<file path="src/rtl/vedic_mult_arbiter.sv">
// Round-robin arbiter sharing one Vedic 8x8 multiplier among NUM_REQ requesters.
// Define VEDIC_ARB_OUTREG_EN to add a second output register stage (latency 2).

module vedicmultiplier_8bit (
  input  logic [7:0]  i_a,
  input  logic [7:0]  i_b,
  output logic [15:0] o_p
);
  logic [7:0] w_ll;
  logic [7:0] w_lh;
  logic [7:0] w_hl;
  logic [7:0] w_hh;

  // Vertical-and-crosswise split into four 4x4 partial products.
  assign w_ll = {4'b0000, i_a[3:0]} * {4'b0000, i_b[3:0]};
  assign w_lh = {4'b0000, i_a[3:0]} * {4'b0000, i_b[7:4]};
  assign w_hl = {4'b0000, i_a[7:4]} * {4'b0000, i_b[3:0]};
  assign w_hh = {4'b0000, i_a[7:4]} * {4'b0000, i_b[7:4]};
  assign o_p  = {w_hh, w_ll} + ({8'h00, w_lh} << 4'd4) + ({8'h00, w_hl} << 4'd4);
endmodule

module vedic_mult_arbiter #(
  parameter  int NUM_REQ    = 4,
  parameter  int DATA_WIDTH = 8,
  localparam int ID_W       = $clog2(NUM_REQ)
) (
  input  logic                          clk,
  input  logic                          rst_n,
  input  logic [NUM_REQ-1:0]            req_valid,
  output logic [NUM_REQ-1:0]            req_ready,
  input  logic [NUM_REQ*DATA_WIDTH-1:0] req_A,
  input  logic [NUM_REQ*DATA_WIDTH-1:0] req_B,
  output logic                          rsp_valid,
  input  logic                          rsp_ready,
  output logic [ID_W-1:0]               rsp_id,
  output logic [2*DATA_WIDTH-1:0]       rsp_data,
  output logic                          busy
);
  logic [ID_W-1:0]         r_ptr;
  logic [ID_W-1:0]         w_gnt;
  logic                    w_found;
  logic                    w_adv;
  logic                    w_acc;
  logic                    w_final_vld;
  logic [DATA_WIDTH-1:0]   w_a;
  logic [DATA_WIDTH-1:0]   w_b;
  logic [2*DATA_WIDTH-1:0] w_prod;
  logic                    r_s1_vld;
  logic [ID_W-1:0]         r_s1_id;
  logic [2*DATA_WIDTH-1:0] r_s1_data;

  // Round-robin search starting at r_ptr, first valid requester wins.
  always_comb begin
    logic [ID_W-1:0] v_idx;
    v_idx   = '0;
    w_found = 1'b0;
    w_gnt   = '0;
    for (int k = 0; k < NUM_REQ; k++) begin
      v_idx = ID_W'((int'(r_ptr) + k) % NUM_REQ);
      if (!w_found && req_valid[v_idx]) begin
        w_found = 1'b1;
        w_gnt   = v_idx;
      end else begin
        w_gnt   = w_gnt;
      end
    end
  end

  // The whole pipeline moves only when the final stage can empty.
  assign w_adv = !w_final_vld || rsp_ready;
  assign w_acc = w_found && w_adv && rst_n;

  // One-hot ready for the granted requester; held low during reset.
  always_comb begin
    req_ready = '0;
    if (w_acc) begin
      req_ready[w_gnt] = 1'b1;
    end else begin
      req_ready = '0;
    end
  end

  assign w_a = req_A[int'(w_gnt)*DATA_WIDTH +: DATA_WIDTH];
  assign w_b = req_B[int'(w_gnt)*DATA_WIDTH +: DATA_WIDTH];

  vedicmultiplier_8bit u_mul (
    .i_a (w_a),
    .i_b (w_b),
    .o_p (w_prod)
  );

  // Priority pointer moves past the winner only on an accept.
  always_ff @(posedge clk or negedge rst_n) begin
    if (!rst_n) begin
      r_ptr <= '0;
    end else if (w_acc) begin
      r_ptr <= (w_gnt == ID_W'(NUM_REQ - 1)) ? '0 : w_gnt + ID_W'(1);
    end else begin
      r_ptr <= r_ptr;
    end
  end

  // Product stage: loads on accept, frees when advancing without a new accept.
  always_ff @(posedge clk or negedge rst_n) begin
    if (!rst_n) begin
      r_s1_vld  <= 1'b0;
      r_s1_id   <= '0;
      r_s1_data <= '0;
    end else if (w_adv) begin
      r_s1_vld <= w_acc;
      if (w_acc) begin
        r_s1_id   <= w_gnt;
        r_s1_data <= w_prod;
      end
    end
  end

`ifdef VEDIC_ARB_OUTREG_EN
  logic                    r_o_vld;
  logic [ID_W-1:0]         r_o_id;
  logic [2*DATA_WIDTH-1:0] r_o_data;

  // Output stage isolates the multiplier path from the response port.
  always_ff @(posedge clk or negedge rst_n) begin
    if (!rst_n) begin
      r_o_vld  <= 1'b0;
      r_o_id   <= '0;
      r_o_data <= '0;
    end else if (w_adv) begin
      r_o_vld <= r_s1_vld;
      if (r_s1_vld) begin
        r_o_id   <= r_s1_id;
        r_o_data <= r_s1_data;
      end
    end
  end

  assign w_final_vld = r_o_vld;
  assign rsp_valid   = r_o_vld;
  assign rsp_id      = r_o_id;
  assign rsp_data    = r_o_data;
  assign busy        = r_s1_vld | r_o_vld;
`else
  assign w_final_vld = r_s1_vld;
  assign rsp_valid   = r_s1_vld;
  assign rsp_id      = r_s1_id;
  assign rsp_data    = r_s1_data;
  assign busy        = r_s1_vld;
`endif
endmodule

</file>
<file path="config.mk">
export PLATFORM = sky130hd
export DESIGN_NAME = vedic_mult_arbiter
export DESIGN_NICKNAME = d
export VERILOG_FILES = /design/src/rtl/vedic_mult_arbiter.sv
export SDC_FILE = /design/constraint.sdc
export NUM_CORES = 1
export LEC_CHECK = 0
export ABC_AREA = 1
export CAP_MARGIN = 0
export CORE_AREA = 5 5 96 98
export CTS_CLUSTER_DIAMETER = 80
export CTS_CLUSTER_SIZE = 25
export DETAILED_ROUTE_END_ITERATION = 10
export DIE_AREA = 0 0 101 103
export GPL_TIMING_DRIVEN = 0
export PLACE_DENSITY = 0.9
export SETUP_SLACK_MARGIN = 0.05
export SYNTH_ARGS = -nofsm -noshare
export SYNTH_HDL_FRONTEND = slang
export SYNTH_SLANG_ARGS = --single-unit
</file>
<file path="constraint.sdc">
create_clock -name clk -period 10.18 [get_ports clk]
set_input_delay 3.054 -clock clk [delete_from_list [all_inputs] [get_ports clk]]
set_output_delay 3.054 -clock clk [all_outputs]
set_load 0.01 [all_outputs]
</file>
* Word-level counts from Yosys, hierarchy flattened
Cells that the tools add are included.
** Storage, ports and cells
- Register bits after elaboration :: 21
- Bits of input ports :: 71
- Output and inout bits :: 24
- Logic and storage cells :: 55
** Operators by class
- Add/subtract/negate cells :: 6
- Multiply operators :: 4
- Magnitude comparators :: 6
- Equal/unequal tests :: 1
- Shifts and indexed selects :: 2
- Multiplexer cells :: 20
- Reduce and logical (&&, ||, !) cells :: 12
** Operator list (number)
- 32-bit by 6-bit variable part select with 8-bit output :: 2
- 16-bit by 12-bit adder with 16-bit output :: 2
- 4-bit by 4-bit multiplier with 8-bit output :: 4
- 2-bit by 3-bit < comparator with 1-bit output, second input constant :: 5
- 2-bit 2-to-1 mux :: 5
- 1-bit 2-to-1 mux :: 9
- 1-bit binary-select mux with 2-bit select :: 4
- 1-bit logical AND :: 6
- 2-bit by 1-bit adder with 2-bit output, second input constant :: 2
- 2-bit adder, second input constant :: 2
- 1-bit zero test :: 4
- 4-bit 2-to-1 mux :: 1
- 1-bit demux with 2-bit select :: 1
- 2-bit equality test, second input constant :: 1
- 2-bit by 1-bit >= comparator with 1-bit output, second input constant :: 1
- 2-bit AND reduction :: 1
- 1-bit logical OR :: 1

* Longest topological paths before layout
Gate-level depths: netlist of the first run.
- Depth after elaboration :: 17
- Mapped depth :: 39
- Gate-level depth less buffers :: 36

* Modules after synthesis
From an unflattened synthesis of the first run, not the netlist that was laid out.
** Unflattened totals
- Cell total of the unflattened synthesis :: 738
- Area total of the unflattened synthesis :: 4580.6 sq um
** By module, submodules not included
- vedicmultiplier_8bit :: times used 1, cells each 388, area an instance 2522.4 sq um, seq. area each 0.0 sq um
- vedic_mult_arbiter :: times used 1, cells each 350, area an instance 2058.2 sq um, seq. area each 525.5 sq um

* Worst setup path before layout of the first run
Ideal clock, no wire load.
- Path kind :: input port to flip-flop
- Start point :: input port req_valid[1]
- End point :: register r_s1_data[14] (netlist: rsp_data[14])
- Library setup time :: 132 ps
- Arrival time :: 7850 ps
- Required time :: 10048 ps
- Path slack :: 2199 ps
- Cell stages on the path :: 36
- Path buffers :: 2
- Path through :: inv_1 > nand2_1 > nand3_1 > nand2_2 > nor2_4 > nand3_4 > nand3_4 > inv_2 > buf_6 > buf_8 > nand2_2 > nand3_2 > nand2_2 > inv_2 > nand2_1 > fa_1 > fa_1 > inv_1 > ha_1 > a21oi_1 > inv_1 > a31oi_1 > o21ai_0 > a21oi_1 > xnor2_1 > fa_1 > ha_1 > a21oi_1 > nand2_1 > nand4_1 > nand3_1 > nand2_1 > nand2_1 > nand2_1 > xnor2_1 > o21ai_0
** Between the ends
- Longest elaborated chain between the ends :: 16
- Elaborated cells on any way between the ends :: 33
- Those cells by class :: add/sub (2); mul (4); shift (2); mux (16); reduce/logical (9)
** RTL lines
- start, declared :: line 29 : input logic [NUM_REQ-1:0] req_valid,
- 1-bit binary-select mux with 2-bit select :: line 60 : if (!w_found && req_valid[v_idx]) begin
- 1-bit 2-to-1 mux (not written as such) :: line 60
- 1-bit 2-to-1 mux :: line 60
- 1-bit zero test :: line 60
- 1-bit logical AND :: line 60
- 1-bit 2-to-1 mux :: line 60
- 1-bit zero test :: line 60
- 1-bit logical AND :: line 60
- 1-bit 2-to-1 mux :: line 60
- 1-bit zero test :: line 60
- 1-bit logical AND :: line 60
- 2-bit 2-to-1 mux * :: line 60
- via w_gnt[0] :: line 40 : logic [ID_W-1:0] w_gnt;
- 32-bit by 6-bit variable part select with 8-bit output, on equally long branches :: line 83, 84
- 4-bit by 4-bit multiplier with 8-bit output, on equally long branches :: line 15, 16, 18
- 16-bit by 12-bit adder with 16-bit output :: line 19 : assign o_p = {w_hh, w_ll} + ({8'h00, w_lh} << 4'd4) + ({8'h00, w_hl} << 4'd4);
- 16-bit by 12-bit adder with 16-bit output * :: line 19
- end signal, assigned :: line 113 : r_s1_data <= w_prod;
- end, declared :: line 50 : logic [2*DATA_WIDTH-1:0] r_s1_data;
Mark *: on every way through the listed nets, which the timed path passes. The rest lies on a longest branch. The select of a mux whose other input is x is not followed.
A chain may end at the register's enable or synchronous reset.

* Final worst setup path of the first run
- Start point :: input port req_valid[3]
- End point :: register r_s1_data[14] (netlist: rsp_data[14])
** Between the ends
- Longest elaborated chain between the ends :: 16
- Elaborated cells on any way between the ends :: 33
- Those cells by class :: add/sub (2); mul (4); shift (2); mux (16); reduce/logical (9)
** RTL lines (line)
- 1-bit binary-select mux with 2-bit select :: 60
- 1-bit 2-to-1 mux (not written as such) :: 60
- 1-bit 2-to-1 mux :: 60
- 1-bit zero test :: 60
- 1-bit logical AND :: 60
- 1-bit 2-to-1 mux :: 60
- 1-bit zero test :: 60
- 1-bit logical AND :: 60
- 1-bit 2-to-1 mux :: 60
- 1-bit zero test :: 60
- 1-bit logical AND :: 60
- 2-bit 2-to-1 mux :: 60
- 32-bit by 6-bit variable part select with 8-bit output, on equally long branches :: 83, 84
- 4-bit by 4-bit multiplier with 8-bit output, on equally long branches :: 15, 16, 18
- 16-bit by 12-bit adder with 16-bit output (2 in series) :: 19
Parallel ways exist; a longest one is shown, timed or not. The select of a mux whose other input is x is not followed.

==> out/results.ini, run 1 <==
[yosys]
syn_area_mm2 = 0.00400
yosys.area.top_type = ha_1
synth-seq-area-share_pct = 13.1
yosys.area.top_type_share_pct = 18.8
ys.flop_type = dfrtp_1
synth_nets = 727
synth-edff-count = 0
synth-seq-cells = 21
ys_warn_count = 0
async_flop_share_pct = 100
synth_common_cells = 176 x nand2_1, 71 x inv_1, 60 x ha_1, 42 x nor2_1, 40 x nand3_1
synth_area_leaders = ha_1 19%, nand2_1 17%, dfrtp_1 13%
syn_inst = 571
ys_types = 28
yosysMostFrequentCell = nand2_1
synth.avg_cell_area_um2 = 7.01

[floorplanning]
io_pins = 95
fp.dieArea_mm2 = 0.0104
die_y_um = 103
rows = 34
die_w_um = 101
start_util_pct = 47.7
core_mm2 = 0.00838

[placed_design]
hpwl_um = 8940
place_congestion = 0.956
post-place-cells = 773
portBuffers = 94

[route]
routed_wl_um = 10200
drt_iter0_drc = 171
drc = 0
wl_per_cell_um = 13.2
dr.pass1.iters = 5
vias = 3974
via_per_inst = 5.11
antenna_left = 0

[cts]
ctsHoldBuffers = 0
clk_pin_slew_ns = 0.07
clkSinkCount = 21
post_cts_buffers = 0
cts_made_buffers = 3
cts_resized = 0
cts_root_buffer = clkbuf_8
clk_latency_ns = 0.25
cts_tree = built
cts_buffer_depth = 2
htree_num_levels = 1

[grt]
grt_pass1_vias = 4178
grt_remaining_overflow = 0
track_usage_pct = 21.0
antenna_found_initial = 0
grt_max_degree = 23
grt_first_pass_wirelength_um = 18100

[hold_path]
min_path_type = flip-flop to flip-flop

[sta]
clock.fmax_mhz = 112
period_needed_ns = 8.89
rsz0062_at_grt = false
finalCritPeriodShare_pct = 87.4
slew_violations = 0
worstMarginPinSlew_ns = 0.903
setup_viol = 0
slew_headroom_pct = 39.6
worst_hold_slack_ns = 0.487
skew_ns = 0.00177
setup_tns_ns = 0
finalHoldViolCount = 0

[setup_path]
worst-path-buf-inv = 6
worstSetupPathType = input port to flip-flop
rrSetupSlack_ns = 3.98
cp.arrival_ns = 9.02
start_kind = input port
crit_path_end_kind = flip-flop
cp_max_fo = 10
critical-path-top-delay-family = adder cells
crit_slowest_cell = fa_1
slowest_delay_ns = 0.55
required_ns = 10.31
critPathMostFrequentCell = nand2_1

[layout]
final_cells = 777
area_growth_pct = 28.0
num_antenna_cells = 0
drive_above_1_share_pct = 9.57
finalNetCount = 826

[job]
maxCapViolations = 0

[status]
status = finished clean

metal layers:
metal	up-vias	part of all wire (%)	track usage [%]
met5	-	0	0
li1	1998	-	-
met4	0	1.5	6.24
met3	18	6.4	3.04
met1	1827	41	24.6
met2	131	51	39.6
per-stage QoR:
stage	util [%]	area, um^2	worst slack, ns
after floorplan	-	4000	2.20
after global placement	60.6	5080	1.30
after detailed placement	60.6	5080	1.07
after CTS	61.1	5120	1.33
after global routing	61.1	5120	0.749
final	61.1	5120	1.29
sequential cells by signal (all words and copies together) (netlist names):
register and cells:
busy 1, rsp_id 2, r_ptr 2, rsp_data 16
worst min-delay path, stage by stage (launching register included):
cell,delay [ns]
dfrtp_1,0.35
nand2_1,0.05
o21ai_0,0.06
kinds of logic after synthesis:
kind of cell               Yosys count  share of synthesized area (%)
and+or+nand+nor                    305                           34.9
adders and majority gates           85                           31.3
DFF                                 21                           13.1
xor gates and xnor gates            21                           4.60
AOI/OAI and AO/OA                   43                           5.54
buffers and inverters               96                           10.5
layout by cell type, fill, tap and decap left out, types with 19 or more instances in the layout:
cell and count:
fa_1 25, o21ai_0 21, dfrtp_1 21, nand2_1 176, clkdlybuf4s50_1 94, ha_1 60, inv_1 71, a21oi_1 19
nand3_1 40, nor2_1 42
worst paths after layout:
kind,start,to,cells past startpoint
hold reg to reg,rsp_data[13],rsp_data[13],2
setup / recovery,req_valid[3],rsp_data[14],35
min in group asynchronous,rst_n,r_ptr[1],1
max in group asynchronous,rst_n,rsp_data[6],1
hold / removal,rsp_data[13],rsp_data[13],2
setup reg to reg,r_ptr[0],rsp_data[14],35
layout make-up:
class	count	area (um^2)
timing repair buffer	94	941
multi-input combinational	454	3050
inverter	82	315
sequential	21	526
fill	739	3260
tap	108	135
clock buffer	4	45.0
buffer	14	106
Power of run 1 is not shown: default switching activity piles up to over one toggle a cycle in this logic, so the estimate is an artifact.
==> inputs of run 2 (changes only) <==
- CORE_AREA: 5 5 96 98 -> 5 5 102 104
- DIE_AREA: 0 0 101 103 -> 0 0 107 109
- PLACE_DENSITY: 0.9 -> 0.88
- SYNTH_HIERARCHICAL: unset -> 1
==> out/results.ini, run 2 <==
[yosys]
synth_area_leaders = nand2_1 20%, ha_1 16%, inv_1 15%
synth_mux_area_share_pct = 0  ; unchanged
syn_inst = 738  ; +29%
synth_xor_area_share_pct = 2.87  ; -1.7 points
synth_nets = 891  ; +23%
synth.avg_cell_area_um2 = 6.21  ; -11%
synth_top_family_by_area = simple AND/OR/NAND/NOR gates
ys.flop_type = dfrtp_1
ys_types = 32  ; +14%
synthSimpleGateAreaFrac_pct = 35.2  ; +0.33 points
ys_warn_count = 6  ; +6
synth-edff-count = 0  ; unchanged
synth-seq-area-share_pct = 11.5  ; -1.7 points
yosys.area.top_type = nand2_1
syn_area_mm2 = 0.00458  ; +15%
synth_common_cells = 246 x nand2_1, 184 x inv_1, 57 x ha_1, 51 x nand3_1, 36 x nand4_1
async_flop_share_pct = 100  ; unchanged
synthAdderAreaFrac_pct = 26.5  ; -4.8 points
yosysMostFrequentCell = nand2_1
synth-seq-cells = 21  ; unchanged
yosys.area.top_type_share_pct = 20.2  ; +1.4 points
synth_compound_area_share_pct = 3.80  ; -1.7 points

[layout]
final_common_cell = nand2_1
drive_above_1_share_pct = 5.38  ; -4.2 points
finalNetCount = 990  ; +20%
num_antenna_cells = 0  ; unchanged
largest_reg_flops = 16  ; unchanged
layout_common_cells = 246 x nand2_1, 184 x inv_1, 94 x clkdlybuf4s50_1, 57 x ha_1, 51 x nand3_1
area_growth_pct = 24.6

[setup_path]
worstSetupPathType = input port to flip-flop
r2r_start = r_ptr[0]
start_kind = input port
slowest_delay_ns = 0.55  ; about the same
crit_slowest_cell = fa_1
cp_max_fo = 10  ; unchanged
startpoint = req_valid[3]
cp.arrival_ns = 9.02  ; about the same
crit_path_end_kind = flip-flop
required_ns = 10.33  ; +0.02 ns
critPathMostFrequentCell = nand2_1
ff2ff_path_depth = 38  ; +8.6%

[sta]
period_needed_ns = 8.87  ; -0.0277 ns
rsz0062_at_grt = false
setup_viol = 0  ; unchanged
setup_tns_ns = 0  ; unchanged
finalCritPeriodShare_pct = 87.1  ; -0.27 points
finalHoldViolCount = 0  ; unchanged
slew_violations = 0  ; unchanged
slew_headroom_pct = 35.0  ; -4.6 points
clock.fmax_mhz = 113  ; +0.31%
skew_ns = 0.00200  ; +0.000232 ns
worstMarginPinSlew_ns = 0.971  ; +0.0686 ns

[cts]
clk_pin_slew_ns = 0.07  ; about the same
cts_buffer_depth = 2  ; unchanged
clkSinkCount = 21  ; unchanged
clk_latency_ns = 0.25  ; about the same
ctsHoldBuffers = 0  ; unchanged
post_cts_buffers = 0  ; unchanged
htree_num_levels = 1  ; unchanged
cts_tree = built
cts_root_buffer = clkbuf_8
cts_resized = 0  ; unchanged
cts_made_buffers = 3  ; unchanged

[grt]
top_usage_layer = met2
antenna_found_initial = 0  ; unchanged
track_usage_pct = 19.6  ; -1.4 points
grt_first_pass_wirelength_um = 19100  ; +5.8%
met3_usage_pct = 0.829  ; -2.2 points
grt_remaining_overflow = 0  ; unchanged
grt_pass1_vias = 4366  ; +4.5%
grt_max_degree = 23  ; unchanged
grt.met2_usage_pct = 35.8  ; -3.8 points
grt_use_met1_pct = 24.3  ; -0.25 points

[route]
vias = 4660  ; +17%
routed_wl_um = 10900  ; +6.3%
antenna_left = 0  ; unchanged
dr.pass1.iters = 5  ; unchanged
wl_per_cell_um = 11.4  ; -13%
via_per_inst = 4.91  ; -4.1%
drc = 0  ; unchanged
drt_iter0_drc = 304  ; +78%

[floorplanning]
io_pins = 95  ; unchanged
rows = 36  ; +5.9%
start_util_pct = 48.4  ; +0.70 points
die_y_um = 109  ; +5.8%
die_w_um = 107  ; +5.9%
fp.dieArea_mm2 = 0.0117  ; +12%
core_mm2 = 0.00946  ; +13%

[status]
status = finished clean

[placed_design]
portBuffers = 94  ; unchanged
hpwl_um = 9280  ; +3.8%
place_congestion = 0.896  ; -6.3%

[hold_path]
hold_start = rsp_data[0]
hold_depth = 2  ; unchanged
min_path_type = flip-flop to flip-flop

[job]
maxCapViolations = 0  ; unchanged

run 2: worst paths after layout:
kind,slack [ns],to
worst max-delay path,1.31,rsp_data[14]
worst min-delay path,0.47,rsp_data[0]
worst max register to register,4.04,rsp_data[14]
worst min register to register,0.47,rsp_data[0]
max in group asynchronous,6.25,rsp_data[13]
min in group asynchronous,3.34,r_ptr[0]
run 2: critical path, delay by kind of cell:
| kind | cells | cell delay, ns |
|---|---|---|
| compound gates | 3 | 0.45 |
| fa+ha+maj | 5 | 2.19 |
| simple gates | 27 | 2.14 |
| buf+inv | 6 | 1.16 |
run 2: cell type report:
cell class / instances / area [um^2]
buffer: 36 / 203
clock buffer: 4 / 45.0
fill: 887 / 3750
inverter: 189 / 719
multi-input combinational: 492 / 3130
sequential: 21 / 526
tap: 114 / 143
timing repair buffer: 94 / 941
run 2: metrics by stage:
| step | cell area [um^2] | setup slack (ns) | instances | hold WS [ns] | utilization [%] |
|---|---|---|---|---|---|
| floorplan | 4580 | 2.12 | 738 | 0.506 | - |
| global route | 5710 | 0.694 | 950 | 0.492 | 60.4 |
| global placement | 5660 | 1.15 | 946 | 0.455 | 59.9 |
| finish | 5710 | 1.31 | 950 | 0.472 | 60.4 |
| CTS | 5710 | 1.33 | 950 | 0.475 | 60.4 |
| detailed placement | 5660 | 1.07 | 946 | 0.458 | 59.9 |
run 2: routing by layer:
metal,up-vias,part of all wire [%]
met3,31,3.6
met4,0,4.1
met5,-,0
li1,2426,-
met2,125,49
met1,2078,44
run 2: kinds of logic (layout without fill, tap and decap cells):
family | after synthesis | after routing
AOI/OAI and AO/OA | 32 | 32
xor gates and xnor gates | 15 | 15
adders and majority gates | 82 | 82
buffers and inverters | 225 | 323
DFF | 21 | 21
and+or+nand+nor | 363 | 363
Power of run 2 is left out for the same reason.
==> inputs of run 3 (changes only) <==
- MAX_ROUTING_LAYER: unset -> met4
==> out/results.ini, run 3 (same netlist as run 2, synthesis figures left out) <==
[route]
met2_wirelength_um = 5310  ; +0.40%
antenna_left = 0  ; unchanged
via_per_inst = 4.91  ; +0.11%
vias = 4665  ; +0.11%
routed_wl_um = 10900  ; -0.22%
topRoutingLayerUsed = met4
dr.pass1.iters = 5  ; unchanged
wl_met1_um = 4730  ; -0.34%
drt_iter0_drc = 342  ; +13%
drc = 0  ; unchanged
wl_per_cell_um = 11.4  ; -0.22%
dr_wl_met3_um = 377  ; -3.8%

[layout]
num_antenna_cells = 0  ; unchanged
area_growth_pct = 24.6  ; unchanged
largest_reg_flops = 16  ; unchanged
drive_above_1_share_pct = 5.38  ; unchanged
finalNetCount = 990  ; unchanged
final_common_cell = nand2_1
fin_util_pct = 60.4  ; unchanged
layout_common_cells = 246 x nand2_1, 184 x inv_1, 94 x clkdlybuf4s50_1, 57 x ha_1, 51 x nand3_1

[placed_design]
place_congestion = 0.911  ; +1.7%
hpwl_um = 9280  ; unchanged
portBuffers = 94  ; unchanged

[grt]
grt_max_degree = 23  ; unchanged
grt_first_pass_wirelength_um = 19100  ; +0.11%
grt_pass1_vias = 4362  ; -0.092%
track_usage_pct = 20.2  ; +0.60 points
antenna_found_initial = 0  ; unchanged
grt_remaining_overflow = 0  ; unchanged

[status]
status = finished clean

[floorplanning]
die_y_um = 109  ; unchanged
fp.dieArea_mm2 = 0.0117  ; unchanged
start_util_pct = 48.4  ; unchanged
rows = 36  ; unchanged
core_mm2 = 0.00946  ; unchanged
die_w_um = 107  ; unchanged
io_pins = 95  ; unchanged

[cts]
cts_resized = 0  ; unchanged
clk_pin_slew_ns = 0.07  ; about the same
ctsHoldBuffers = 0  ; unchanged
clk_latency_ns = 0.25  ; about the same
cts_buffer_depth = 2  ; unchanged
htree_num_levels = 1  ; unchanged
cts_made_buffers = 3  ; unchanged
cts_root_buffer = clkbuf_8
cts_tree = built
clkSinkCount = 21  ; unchanged
post_cts_buffers = 0  ; unchanged

[setup_path]
crit_path_end_kind = flip-flop
cp.arrival_ns = 9.01  ; about the same
cp_max_fo = 10  ; unchanged
crit_slowest_cell = fa_1
slowest_delay_ns = 0.55  ; about the same
required_ns = 10.33  ; about the same
start_kind = input port
worstSetupPathType = input port to flip-flop
critPathMostFrequentCell = nand2_1

[sta]
rsz0062_at_grt = false
slew_violations = 0  ; unchanged
period_needed_ns = 8.86  ; -0.00911 ns
slew_headroom_pct = 35.3  ; +0.28 points
worstMarginPinSlew_ns = 0.967  ; -0.00422 ns
setup_tns_ns = 0  ; unchanged
finalHoldViolCount = 0  ; unchanged
clock.fmax_mhz = 113  ; +0.10%
finalCritPeriodShare_pct = 87.0  ; -0.089 points
setup_viol = 0  ; unchanged
skew_ns = 0.00248  ; +0.000473 ns

[hold_path]
min_path_type = flip-flop to flip-flop

[job]
maxCapViolations = 0  ; unchanged

[run 3: through the flow]
step                      hold slack (ns)  cells  worst slack, ns  cell area, um^2
final                               0.472    950             1.32             5710
after CTS                           0.475    950             1.33             5710
after detailed placement            0.458    946             1.07             5660
after global placement              0.455    946             1.15             5660
after floorplan                     0.506    738             2.12             4580
after global routing                0.492    950            0.698             5710
[run 3: area by class of cell]
type / count / area [um^2]
Fill cell: 887 / 3750
Multi-Input combinational cell: 492 / 3130
Timing Repair Buffer: 94 / 941
Inverter: 189 / 719
Sequential cell: 21 / 526
Buffer: 36 / 203
Tap cell: 114 / 143
Clock buffer: 4 / 45.0
[run 3: worst max-delay path, delay by kind of cell]
family,cells,cell delay (ns)
AO/OA/AOI/OAI,3,0.45
adder cells (fa/ha/maj),5,2.19
buffers and inverters,6,1.16
AND/OR/NAND/NOR,27,2.14
[run 3: worst paths after layout]
path                         startpoint  slack [ns]  cells after the start      endpoint
max in group asynchronous         rst_n        6.26                      1  rsp_data[13]
min in group asynchronous         rst_n        3.33                      1      r_ptr[0]
hold / removal                rsp_id[0]        0.47                      2     rsp_id[0]
setup / recovery           req_valid[3]        1.32                     41  rsp_data[14]
setup reg to reg               r_ptr[0]        4.05                     42  rsp_data[14]
hold reg to reg               rsp_id[0]        0.47                      2     rsp_id[0]
[run 3: routing by layer]
layer	track usage [%]	up-vias
met3	0.710	29
met1	24.6	2084
met4	8.13	0
li1	-	2424
met2	35.7	128
met5	-	-
Power of run 3 is left out for the same reason.
